==> config.mk <==
export PLATFORM = sky130hd
export DESIGN_NAME = a2o_wb
export DESIGN_NICKNAME = d
export VERILOG_FILES = /design/src/rtl/a2o_wb_pkg.sv /design/src/rtl/a2o_wb_irq_sync.sv /design/src/rtl/a2o_wb.sv
export SDC_FILE = /design/constraint.sdc
export NUM_CORES = 1
export LEC_CHECK = 0
export CORE_MARGIN = 1
export CORE_UTILIZATION = 39
export CTS_BUF_LIST = sky130_fd_sc_hd__clkbuf_4 sky130_fd_sc_hd__clkbuf_8 sky130_fd_sc_hd__clkbuf_16
export DETAILED_ROUTE_END_ITERATION = 12
export PLACE_DENSITY_LB_ADDON = 0.2
export SYNTH_ARGS = -nofsm -noshare
export SYNTH_HDL_FRONTEND = slang
export SYNTH_HIERARCHICAL = 1
export SYNTH_SLANG_ARGS = --single-unit
==> constraint.sdc <==
create_clock -name clk_1x -period 2.14 [get_ports clk_1x]
set_input_delay 0.428 -clock clk_1x [delete_from_list [all_inputs] [get_ports clk_1x]]
set_output_delay 0.428 -clock clk_1x [all_outputs]
set_load 0.05 [all_outputs]
==> src/rtl/a2o_wb_pkg.sv <==
// Shared definitions for the A2O Wishbone/interrupt front end.
//   state_e          : bus-bridge FSM states (IDLE, BUS, RESP)
//   IRQ_*            : bit positions of the SoC interrupts inside irq_out
//   TIMEOUT_DEFAULT  : default number of unacknowledged bus cycles before abort
package a2o_wb_pkg;

  typedef enum logic [1:0] {
    ST_IDLE = 2'd0,
    ST_BUS  = 2'd1,
    ST_RESP = 2'd2
  } state_e;

  localparam int IRQ_TMR  = 0;
  localparam int IRQ_EXT  = 1;
  localparam int IRQ_SW   = 2;
  localparam int IRQ_EXTS = 3;
  localparam int IRQ_W    = 4;

  localparam int TIMEOUT_DEFAULT = 255;

endpackage

==> src/rtl/a2o_wb_irq_sync.sv <==
// One register stage for the SoC interrupt lines heading into the core.
// Levels pass straight through with one cycle of latency; no edge detection.
//   clk     : functional clock
//   rst     : synchronous active-high reset, clears the outputs
//   irq_in  : raw interrupt levels, indexed by the IRQ_* constants
//   irq_out : registered interrupt levels
module a2o_wb_irq_sync
  import a2o_wb_pkg::*;
(
  input  logic             clk,
  input  logic             rst,
  input  logic [IRQ_W-1:0] irq_in,
  output logic [IRQ_W-1:0] irq_out
);

  logic [IRQ_W-1:0] irq_q;
  logic [IRQ_W-1:0] irq_d;

  always_comb begin
    irq_d = irq_in;
  end

  always_ff @(posedge clk) begin
    if (rst) begin
      irq_q <= '0;
    end else begin
      irq_q <= irq_d;
    end
  end

  assign irq_out = irq_q;

endmodule

==> src/rtl/a2o_wb.sv <==
// A2O core wrapper front end: bridges the core's single-outstanding load/store
// request port onto a Wishbone classic master and registers the SoC interrupts.
//   clk_1x / clk_2x   : functional clock / unused pin-compatibility clock
//   rst               : synchronous active-high reset
//   *Interrupt*       : SoC interrupt levels -> irq_out (one register stage)
//   req_* / rsp_*     : core request port and one-cycle response strobe
//   wb_*              : Wishbone B3 classic master (word addressed)
// TIMEOUT : bus cycles without ack before the access is abandoned with
//           rsp_err=1; 0 disables the timeout.
module a2o_wb
  import a2o_wb_pkg::*;
#(
  parameter int TIMEOUT = TIMEOUT_DEFAULT
) (
  input  logic        clk_1x,
  input  logic        clk_2x,
  input  logic        rst,
  input  logic        timerInterrupt,
  input  logic        externalInterrupt,
  input  logic        softwareInterrupt,
  input  logic        externalInterruptS,
  input  logic        req_valid,
  output logic        req_ready,
  input  logic        req_we,
  input  logic [31:0] req_adr,
  input  logic [3:0]  req_sel,
  input  logic [31:0] req_dat,
  output logic        rsp_valid,
  output logic [31:0] rsp_dat,
  output logic        rsp_err,
  output logic [3:0]  irq_out,
  output logic        wb_stb,
  output logic        wb_cyc,
  output logic [31:0] wb_adr,
  output logic        wb_we,
  output logic [3:0]  wb_sel,
  output logic [31:0] wb_datw,
  input  logic        wb_ack,
  input  logic [31:0] wb_datr
);

  localparam int            CNT_W     = (TIMEOUT < 2) ? 1 : $clog2(TIMEOUT + 1);
  localparam logic [CNT_W-1:0] CNT_LIMIT = CNT_W'(TIMEOUT);

  // clk_2x and the byte-offset address bits have no function here.
  logic unused_pins;
  assign unused_pins = &{1'b0, clk_2x, req_adr[1:0]};

  state_e           state_q,   state_d;
  logic [CNT_W-1:0] cnt_q,     cnt_d;
  logic             wb_cyc_q,  wb_cyc_d;
  logic [31:0]      wb_adr_q,  wb_adr_d;
  logic             wb_we_q,   wb_we_d;
  logic [3:0]       wb_sel_q,  wb_sel_d;
  logic [31:0]      wb_datw_q, wb_datw_d;
  logic [31:0]      rsp_dat_q, rsp_dat_d;
  logic             rsp_err_q, rsp_err_d;

  always_comb begin
    state_d   = state_q;
    cnt_d     = cnt_q;
    wb_cyc_d  = wb_cyc_q;
    wb_adr_d  = wb_adr_q;
    wb_we_d   = wb_we_q;
    wb_sel_d  = wb_sel_q;
    wb_datw_d = wb_datw_q;
    rsp_dat_d = rsp_dat_q;
    rsp_err_d = rsp_err_q;

    case (state_q)
      ST_IDLE: begin
        if (req_valid) begin
          state_d   = ST_BUS;
          cnt_d     = '0;
          wb_cyc_d  = 1'b1;
          wb_adr_d  = {2'b00, req_adr[31:2]};
          wb_we_d   = req_we;
          wb_sel_d  = req_sel;
          wb_datw_d = req_we ? req_dat : 32'h0;
        end
      end

      ST_BUS: begin
        cnt_d = cnt_q + 1'b1;
        // Ack is checked first so an ack in the expiry cycle completes normally.
        if (wb_ack) begin
          state_d   = ST_RESP;
          wb_cyc_d  = 1'b0;
          rsp_dat_d = wb_we_q ? 32'h0 : wb_datr;
          rsp_err_d = 1'b0;
        end else if ((TIMEOUT != 0) && (cnt_d == CNT_LIMIT)) begin
          state_d   = ST_RESP;
          wb_cyc_d  = 1'b0;
          rsp_dat_d = 32'h0;
          rsp_err_d = 1'b1;
        end
      end

      ST_RESP: begin
        state_d = ST_IDLE;
      end

      default: begin
        state_d = ST_IDLE;
      end
    endcase
  end

  always_ff @(posedge clk_1x) begin
    if (rst) begin
      state_q   <= ST_IDLE;
      cnt_q     <= '0;
      wb_cyc_q  <= 1'b0;
      wb_adr_q  <= 32'h0;
      wb_we_q   <= 1'b0;
      wb_sel_q  <= 4'h0;
      wb_datw_q <= 32'h0;
      rsp_dat_q <= 32'h0;
      rsp_err_q <= 1'b0;
    end else begin
      state_q   <= state_d;
      cnt_q     <= cnt_d;
      wb_cyc_q  <= wb_cyc_d;
      wb_adr_q  <= wb_adr_d;
      wb_we_q   <= wb_we_d;
      wb_sel_q  <= wb_sel_d;
      wb_datw_q <= wb_datw_d;
      rsp_dat_q <= rsp_dat_d;
      rsp_err_q <= rsp_err_d;
    end
  end

  assign req_ready = (state_q == ST_IDLE);
  assign rsp_valid = (state_q == ST_RESP);
  assign rsp_dat   = rsp_dat_q;
  assign rsp_err   = rsp_err_q;
  assign wb_cyc    = wb_cyc_q;
  assign wb_stb    = wb_cyc_q;
  assign wb_adr    = wb_adr_q;
  assign wb_we     = wb_we_q;
  assign wb_sel    = wb_sel_q;
  assign wb_datw   = wb_datw_q;

  logic [IRQ_W-1:0] irq_raw;

  always_comb begin
    irq_raw           = '0;
    irq_raw[IRQ_TMR]  = timerInterrupt;
    irq_raw[IRQ_EXT]  = externalInterrupt;
    irq_raw[IRQ_SW]   = softwareInterrupt;
    irq_raw[IRQ_EXTS] = externalInterruptS;
  end

  a2o_wb_irq_sync u_irq_sync (
    .clk     (clk_1x),
    .rst     (rst),
    .irq_in  (irq_raw),
    .irq_out (irq_out)
  );

endmodule

==> flow_metrics.tcl, run 1 <==
set metrics [dict create \
    insertion_delay_ns 0.50 \
    netlist_instances 461 \
    worst-path-buf-inv 1 \
    cts-root-buf "clkbuf_8" \
    arrival_ns 1.66 \
    viasPerCell 4.91 \
    critPathTopFamily "buffers and inverters" \
    cts_buffer_depth 2 \
    drt_wl_total_um 11900 \
    clock-sinks 115 \
    final.min_clock_period_ns 2.09 \
    ys_ff_latch 115 \
    gp_congestion 0.876 \
    syn_avg_cell_area_um2 8.88 \
    holdCritPathClass "input pin to flip-flop" \
    syn_to_final_growth_pct 73.3 \
    power.density_nw_per_um2 935 \
    coreArea_um2 10200 \
    drc 0 \
    synth_cell_types 36 \
    dpl.hpwl_um 8290 \
    cp_data_required_time_ns 1.71 \
    end_kind "primary output" \
    vias 4021 \
    fin_total_pwr_mw 6.63 \
    final_util_pct 69.3 \
    dieArea_um2 10900 \
    slew_headroom_pct 62.6 \
    cts.reportedPaths.clkPinSlew_ns 0.06 \
    grtUsageMet1_pct 24.2 \
    drtAntennaViolNets 0 \
    ir_drop_mv 0.782 \
    rows 37 \
    tns_ns 0 \
    start_util_pct 40.0 \
    crit_fanout 2 \
    die_h_um 104 \
    h-tree-depth 4 \
    netlist_area_um2 4090 \
    grt_util_all_layers_pct 21.9 \
    status "finished, final reports clean" \
    min_from "rst" \
    fin_nets 782 \
    antenna_found_initial 0 \
    grt_pass1_vias 3848 \
    synth_warnings 6 \
    reg2reg_depth 7 \
    seq_area_um2 2300 \
    rr_startpoint "cnt_q[0]$_SDFFE_PP0P_" \
    min_path_cells 2 \
    drv_cap 0 \
    grt_busiest_layer "met2" \
    worstPathCellList "clkdlybuf4s50_1" \
    leakage_nw 2.95 \
    fin_worst_skew_ns 0.00599 \
    drt-wirelength-per-cell_um 14.5 \
    hold_ws_ns 0.317 \
    drt_iter0_markers 226 \
    grt_pass1_wl_um 18800 \
    cts_buffers 17 \
    grt-ovfl-total 0 \
    hold_viol 0 \
    grtUsageMet3_pct 6.45 \
    rsz0062_at_grt "false" \
    cp-start-kind "flip-flop" \
    grt_use_met2_pct 38.3 \
    multi_input_comb_area_um2 1620 \
    clock.fmax_mhz 478 \
    io_buffer_count 214 \
    cts_tree "done" \
    min_to "cnt_q[3]$_SDFFE_PP0P_" \
    finalCritPeriodShare_pct 97.8 \
    reg2reg_slack_ns 0.16 \
    yosysSeqAreaShare_pct 56.3 \
    grt_max_degree 38 \
    timing.rr.end "rsp_dat[1]$_SDFFE_PP0P_" \
    criticalPathCategory "flip-flop to primary output" \
    io_pins 220 \
    drive_gt1_share_pct 8.64 \
    drv_slew 0 \
    die_w_um 104 \
    fill_cells 827 \
    worstMarginPinSlew_ns 0.560 \
    ctsHoldBuffers 0 \
    antennaDiodeCount 0 \
    first_pass_iters 4 \
    cpPeakStageDelay_ns 0.82 \
    setup_viol 0 \
    slowest_stage "clkdlybuf4s50_1" \
]
-- what timing repair did --
action	CTS	global route
endpoints found under the setup margin	3	18
setup buffers	0	0
gates resized for setup	3	18
-- placed cells by master (no fill, tap or decap), types with 4 or more instances in the layout --
cell,count
clkdlybuf4s50_1,190
a21oi_1,72
dlymetal6s2s_1,18
nor2_1,17
dfxtp_1,115
clkbuf_16,16
bufinv_16,6
buf_4,12
buf_12,4
nand3_1,35
nand2_1,106
a22o_1,32
a31oi_1,4
nor2b_1,6
-- metrics by stage --
| stage | setup WS, ns | cell area (um2) | cells |
|---|---|---|---|
| 5_1_grt | 0.000827 | 7090 | 819 |
| 6_report | 0.0478 | 7090 | 819 |
| 3_3_place_gp | 0.0637 | 6380 | 787 |
| 2_1_floorplan | 0.160 | 4100 | 462 |
| 4_1_cts | 0.00155 | 7050 | 819 |
| 3_5_place_dp | 0.00942 | 6380 | 787 |
-- kinds of logic after synthesis --
logic type / after synthesis / share of synthesized area (%)
AND/OR/NAND/NOR: 177 / 18.6
AO/OA/AOI/OAI: 122 / 19.1
flip-flops: 115 / 56.3
buffers and inverters: 41 / 4.62
XOR/XNOR: 3 / 0.642
adder cells (fa/ha/maj): 2 / 0.612
other: 1 / 0.0917
-- area by class of cell --
cell class / instances / area share [%]
Timing Repair Buffer: 228 / 32.8
Sequential cell: 115 / 32.5
Multi-Input combinational cell: 306 / 22.8
Clock buffer: 22 / 6.55
Clock inverter: 10 / 2.86
Tap cell: 136 / 2.40
Inverter: 2 / 0.106
-- how the worst max path moves through the flow --
| stage | from | end | slack [ns] | cells after the start |
|---|---|---|---|---|
| after floorplan | state_q[1]$_SDFFE_PP0P_ | wb_adr[10]$_SDFFE_PP0P_ | 0.16 | 7 |
| after global placement | wb_ack | rsp_dat[6]$_SDFFE_PP0P_ | 0.06 | 6 |
| after detailed placement | wb_ack | rsp_dat[23]$_SDFFE_PP0P_ | 0.009 | 6 |
| after CTS | rsp_dat[22]$_SDFFE_PP0P_ | rsp_dat[22] | 0.002 | 1 |
| after global routing | rsp_dat[31]$_SDFFE_PP0P_ | rsp_dat[31] | 0.0008 | 1 |
| final | wb_datw[23]$_SDFFE_PP0P_ | wb_datw[23] | 0.05 | 1 |
-- power by group --
group | internal [mW] | leakage (nW) | switching, mW
Sequential | 2.26 | 0.939 | 0.0589
Combinational | 0.469 | 1.68 | 0.706
Clock | 2.22 | 0.329 | 0.918
-- routing by layer --
layer	up-vias	part of all wire (%)
met3	25	5.9
met4	0	2.6
met1	1853	41
met2	137	51
li1	2006	-
met5	-	0
-- synthesized netlist by cell type (all sizes together) --
master	count	area share [%]
nor2	18	1.7
a21oi	72	8.8
and2	1	0.15
a22oi	1	0.18
nor4	1	0.15
nor2b	6	0.92
a211oi	3	0.55
nand2b	1	0.15
inv	2	0.18
buf	11	1.9
a22o	32	6.9
nand3	36	4.5
a311oi	3	0.80
a31oi	5	1.1
nor3	1	0.12
o21ai	5	0.61
xor2	3	0.64
clkbuf	28	2.6
nand2	107	9.8
or3	3	0.58
nor4b	1	0.21
nand4	1	0.15
dfxtp	115	56
and3	1	0.18
ha	2	0.61
conb	1	0.092
o2bb2ai	1	0.21
-- registers in the layout, summed over array words and instances, names as in the netlist --
| name | cells |
|---|---|
| rsp_dat | 32 |
| wb_datw | 32 |
| wb_adr | 30 |
| cnt_q | 8 |
| u_irq_sync/irq_out | 4 |
| wb_sel | 4 |
| state_q | 2 |
| rsp_err | 1 |
| wb_cyc | 1 |
| wb_we | 1 |
No activity file was read; power rests on OpenSTA's default activity.
==> run 2: changes to the inputs <==
ABC_CLOCK_PERIOD_IN_PS = 2140   (was default)
GPL_TIMING_DRIVEN = 0   (was default)
==> flow_metrics.tcl, run 2 (synthesis gave the netlist of run 1 again) <==
set metrics [dict create \
    cts.reportedPaths.clkPinSlew_ns 0.06 \
    tns_ns 0 \
    status "finished, final reports clean" \
    drive_gt1_share_pct 7.21 \
    worst-path-buf-inv 2 \
    clock-sinks 115 \
    slowest_stage "dfxtp_1" \
    reg2reg_depth 8 \
    layout_commonest_cell "clkdlybuf4s50_1" \
    drv_slew 0 \
    cpPeakStageDelay_ns 0.42 \
    critPathLaunch "cnt_q[0]$_SDFFE_PP0P_" \
    syn_to_final_growth_pct 72.4 \
    h-tree-depth 4 \
    grt-ovfl-total 0 \
    drv_cap 0 \
    gp_congestion 0.843 \
    drt_iter0_markers 214 \
    dpl.hpwl_um 9200 \
    power.density_nw_per_um2 886 \
    viasPerCell 4.92 \
    cts_tree "done" \
    final.min_clock_period_ns 2.11 \
    layout_common_cells "191 x clkdlybuf4s50_1, 115 x dfxtp_1, 107 x nand2_1" \
    die_w_um 104 \
    drtAntennaViolNets 0 \
    antennaDiodeCount 0 \
    worstMarginPinSlew_ns 0.716 \
    wl_met3_um 635 \
    fin_total_pwr_mw 6.25 \
    multi_input_comb_area_um2 1640 \
    endpoint "rsp_dat[17]$_SDFFE_PP0P_" \
    critPathTopFamily "compound AO/OA/AOI/OAI gates" \
    seq_area_um2 2300 \
    reg2reg_slack_ns 0.03 \
    cp_num_cells 8 \
    die_h_um 104 \
    io_pins 220 \
    first_pass_iters 5 \
    dieArea_um2 10900 \
    grt_max_degree 17 \
    drt_wl_total_um 12600 \
    cp_data_required_time_ns 2.53 \
    wl_met1_um 5000 \
    drc 0 \
    rr_startpoint "cnt_q[0]$_SDFFE_PP0P_" \
    coreArea_um2 10200 \
    fill_cells 837 \
    cts_buffer_depth 2 \
    ir_drop_mv 0.474 \
    fin_cells 843 \
    vias 4144 \
    io_buffer_count 213 \
    arrival_ns 2.50 \
    end_kind "flip-flop" \
    cp-start-kind "flip-flop" \
    grt_util_all_layers_pct 22.8 \
    cts_buffers 17 \
    placed_cells 811 \
    antenna_found_initial 0 \
    cts-root-buf "clkbuf_8" \
    timing.rr.end "rsp_dat[17]$_SDFFE_PP0P_" \
    hold_viol 0 \
    highest_layer "met4" \
    finalCritPeriodShare_pct 98.7 \
    crit_fanout 10 \
    setup_viol 0 \
    rows 37 \
    holdCritPathClass "input pin to flip-flop" \
    drt-wirelength-per-cell_um 15.0 \
    start_util_pct 40.0 \
    insertion_delay_ns 0.50 \
    clock.fmax_mhz 474 \
    leakage_nw 2.86 \
    grt_pass1_wl_um 19500 \
    grt_pass1_vias 4064 \
    slew_headroom_pct 52.2 \
    worstPathCellList "ha_2 -> and3_2 -> a311oi_2 -> a311oi_2 -> buf_4 -> a31oi_4 -> buf_6 -> a22o_1" \
    dr_wl_met2_um 6730 \
    criticalPathCategory "flip-flop to flip-flop" \
    fin_nets 807 \
    fin_worst_skew_ns 0.00828 \
    path_common_cell "a311oi_2" \
    final_util_pct 68.9 \
]
## run 2: worst min path at each step
stage / cells past startpoint / to / slack [ns] / startpoint
3_5_place_dp: 2 / wb_datw[27]$_SDFFE_PP0P_ / 0.44 / wb_datw[27]$_SDFFE_PP0P_
4_1_cts: 3 / wb_datw[17]$_SDFFE_PP0P_ / 0.31 / req_we
2_1_floorplan: 2 / cnt_q[7]$_SDFFE_PP0P_ / 0.46 / cnt_q[7]$_SDFFE_PP0P_
3_3_place_gp: 2 / wb_datw[13]$_SDFFE_PP0P_ / 0.44 / wb_datw[13]$_SDFFE_PP0P_
5_1_grt: 3 / wb_datw[16]$_SDFFE_PP0P_ / 0.32 / req_we
6_report: 3 / wb_datw[17]$_SDFFE_PP0P_ / 0.33 / req_we
## run 2: worst min-delay path: stages
cell and delay (ns):
clkbuf_1 0.18, nand3_1 0.11, a21oi_1 0.06
## run 2: per-stage QoR
stage               hold slack (ns)  cell area, um2  setup WS [ns]
finish                        0.333            7050         0.0283
floorplan                     0.458            4100          0.160
global route                  0.324            7050         -0.103
global placement              0.438            6400         -0.686
detailed placement            0.443            6400         -0.724
CTS                           0.310            6980        0.00399
## run 2: per-layer routing
metal  up-vias  GRT usage, %
met3        18          6.58
met2       142          42.7
met5         -             0
li1       2051             -
met4         0          9.18
met1      1933          23.5
## run 2: timing repair
action,in CTS,in global routing
endpoints found under the setup margin,36,66
cloned,0,0
hold buffers,0,0
setup buffers,0,1
pin swaps,1,2
resized for setup,7,22
## run 2: layout make-up
| cell class | instances | share of cell area [%] |
|---|---|---|
| sequential | 115 | 32.6 |
| timing repair buffer | 214 | 30.8 |
| multi-input combinational | 306 | 23.2 |
| clock buffer | 18 | 5.98 |
| buffer | 39 | 2.59 |
| tap | 136 | 2.41 |
| clock inverter | 13 | 2.29 |
| inverter | 2 | 0.106 |
## run 2: report_power, final
group / internal (mW) / switching [mW]
Clock: 1.78 / 0.973
Combinational: 0.461 / 0.720
Sequential: 2.26 / 0.0622
==> run 3: changes to the inputs <==
CORE_AREA = 2 2 85 87   (was default)
CORE_MARGIN = default   (was 1)
CORE_UTILIZATION = default   (was 39)
DIE_AREA = 0 0 87 89   (was default)
DONT_BUFFER_PORTS = 1   (was default)
SLEW_MARGIN = 5   (was default)
==> flow_metrics.tcl, run 3 (synthesis gave the netlist of run 1 again) <==
set metrics [dict create \
    gp_congestion 0.898 \
    crit_fanout 4 \
    critPathTopFamily "simple AND/OR/NAND/NOR gates" \
    tns_ns 0 \
    cp_data_required_time_ns 1.71 \
    die_h_um 89 \
    layout_common_cells "115 x dfxtp_1, 107 x nand2_1, 72 x a21oi_1" \
    drc 0 \
    slew_headroom_pct 38.1 \
    ir_drop_mv 0.716 \
    design_area_um2 4850 \
    drtAntennaViolNets 0 \
    syn_to_final_growth_pct 18.7 \
    drv_cap 0 \
    worst-path-buf-inv 0 \
    viasPerCell 5.96 \
    die_w_um 87 \
    holdCritPathClass "input pin to flip-flop" \
    grt_util_all_layers_pct 27.1 \
    finalCritPeriodShare_pct 97.4 \
    grt_max_degree 17 \
    reg2reg_depth 6 \
    drt_iter0_markers 121 \
    layout_commonest_cell "dfxtp_1" \
    drt-wirelength-per-cell_um 18.9 \
    fin_worst_skew_ns 0.00529 \
    worstPathCellList "nor2b_1" \
    pre_cts_slack_ns -0.365 \
    cts_buffer_depth 2 \
    arrival_ns 1.66 \
    antennaDiodeCount 0 \
    first_pass_iters 4 \
    coreArea_um2 6720 \
    io_pins 220 \
    setup_viol 0 \
    clock.fmax_mhz 480 \
    grt-ovfl-total 0 \
    setup_ws_ns 0.0556 \
    end_kind "primary output" \
    power.density_nw_per_um2 1220 \
    cp_num_cells 1 \
    rsz0062_at_grt "false" \
    criticalPathCategory "flip-flop to primary output" \
    final.min_clock_period_ns 2.08 \
    cts.reportedPaths.clkPinSlew_ns 0.06 \
    post_dp_cell_area_um2 4200 \
    fin_nets 594 \
    cts_tree "done" \
    cts_buffers 17 \
    start_util_pct 60.9 \
    worstMarginPinSlew_ns 0.926 \
    min_path_cells 1 \
    antenna_found_initial 0 \
    cts-root-buf "clkbuf_8" \
    cp-start-kind "flip-flop" \
    io_buffer_count 0 \
    insertion_delay_ns 0.50 \
    dieArea_um2 7740 \
    slowest_stage "nor2b_1" \
    h-tree-depth 4 \
    clock-sinks 115 \
    status "finished, final reports clean" \
    grt_pass1_vias 3220 \
    leakage_nw 1.79 \
    cpPeakStageDelay_ns 0.76 \
    hold_viol 0 \
    final_util_pct 72.3 \
    drt_wl_total_um 10900 \
    rows 30 \
    drive_gt1_share_pct 10.5 \
    drv_slew 0 \
    grt_pass1_wl_um 15800 \
    dpl.hpwl_um 8010 \
    vias 3427 \
]
run 3: cell count changes in the layout (fill, tap and decap cells not counted), sizes merged:
cell / before / now
dlygate4sd2: 6 / 0
clkinvlp: 4 / 5
clkbuf: 46 / 45
clkdlybuf4s50: 191 / 0
dlymetal6s2s: 16 / 0
clkinv: 5 / 4
dlygate4sd3: 0 / 2
inv: 3 / 4
buf: 12 / 11
run 3: cell type report:
type                            instances  area [um2]
Clock buffer                           18         422
Buffer                                 38         181
Tap cell                               80         100
Multi-Input combinational cell        306        1640
Sequential cell                       115        2300
Fill cell                             513        1860
Timing Repair Buffer                    2        20.0
Clock inverter                         14         180
Inverter                                2        7.51
run 3: power by group:
part / internal (mW) / switching, mW / total [mW]
registers: 2.26 / 0.462 / 2.72
clock network: 1.80 / 1.01 / 2.80
logic: 0.129 / 0.259 / 0.388
total: 4.18 / 1.73 / 5.91
run 3: metrics by stage:
step | std cells | hold slack (ns) | total power [mW]
2_1_floorplan | 462 | 0.458 | 3.03
5_1_grt | 575 | 0.0280 | 6.11
4_1_cts | 575 | 0.000304 | 5.93
3_5_place_dp | 542 | 0.488 | 3.14
3_3_place_gp | 542 | 0.477 | 3.12
6_report | 575 | 0.0506 | 5.91
run 3: final timing paths:
| kind | startpoint | slack, ns | end |
|---|---|---|---|
| setup reg to reg | cnt_q[2]$_SDFFE_PP0P_ | 0.10 | rsp_dat[10]$_SDFFE_PP0P_ |
| hold reg to reg | cnt_q[7]$_SDFFE_PP0P_ | 0.50 | cnt_q[7]$_SDFFE_PP0P_ |
| hold / removal | softwareInterrupt | 0.05 | u_irq_sync/irq_out[2]$_SDFF_PP0_ |
| setup / recovery | state_q[1]$_SDFFE_PP0P_ | 0.06 | rsp_valid |
run 3: what timing repair did:
item,4_1_cts,5_1_grt
endpoints found under the setup margin,27,37
hold endpoints to repair,4,1
gates resized for setup,4,4
hold buffers,1,1
pin swaps,0,1
setup buffers,0,0
run 3: per-layer routing:
metal,share of wire (%),up-vias,global-route usage (%)
met3,11,23,12.2
met5,0,-,0
li1,-,1628,-
met4,2.7,0,13.2
met1,36,1596,28.1
met2,51,180,46.8
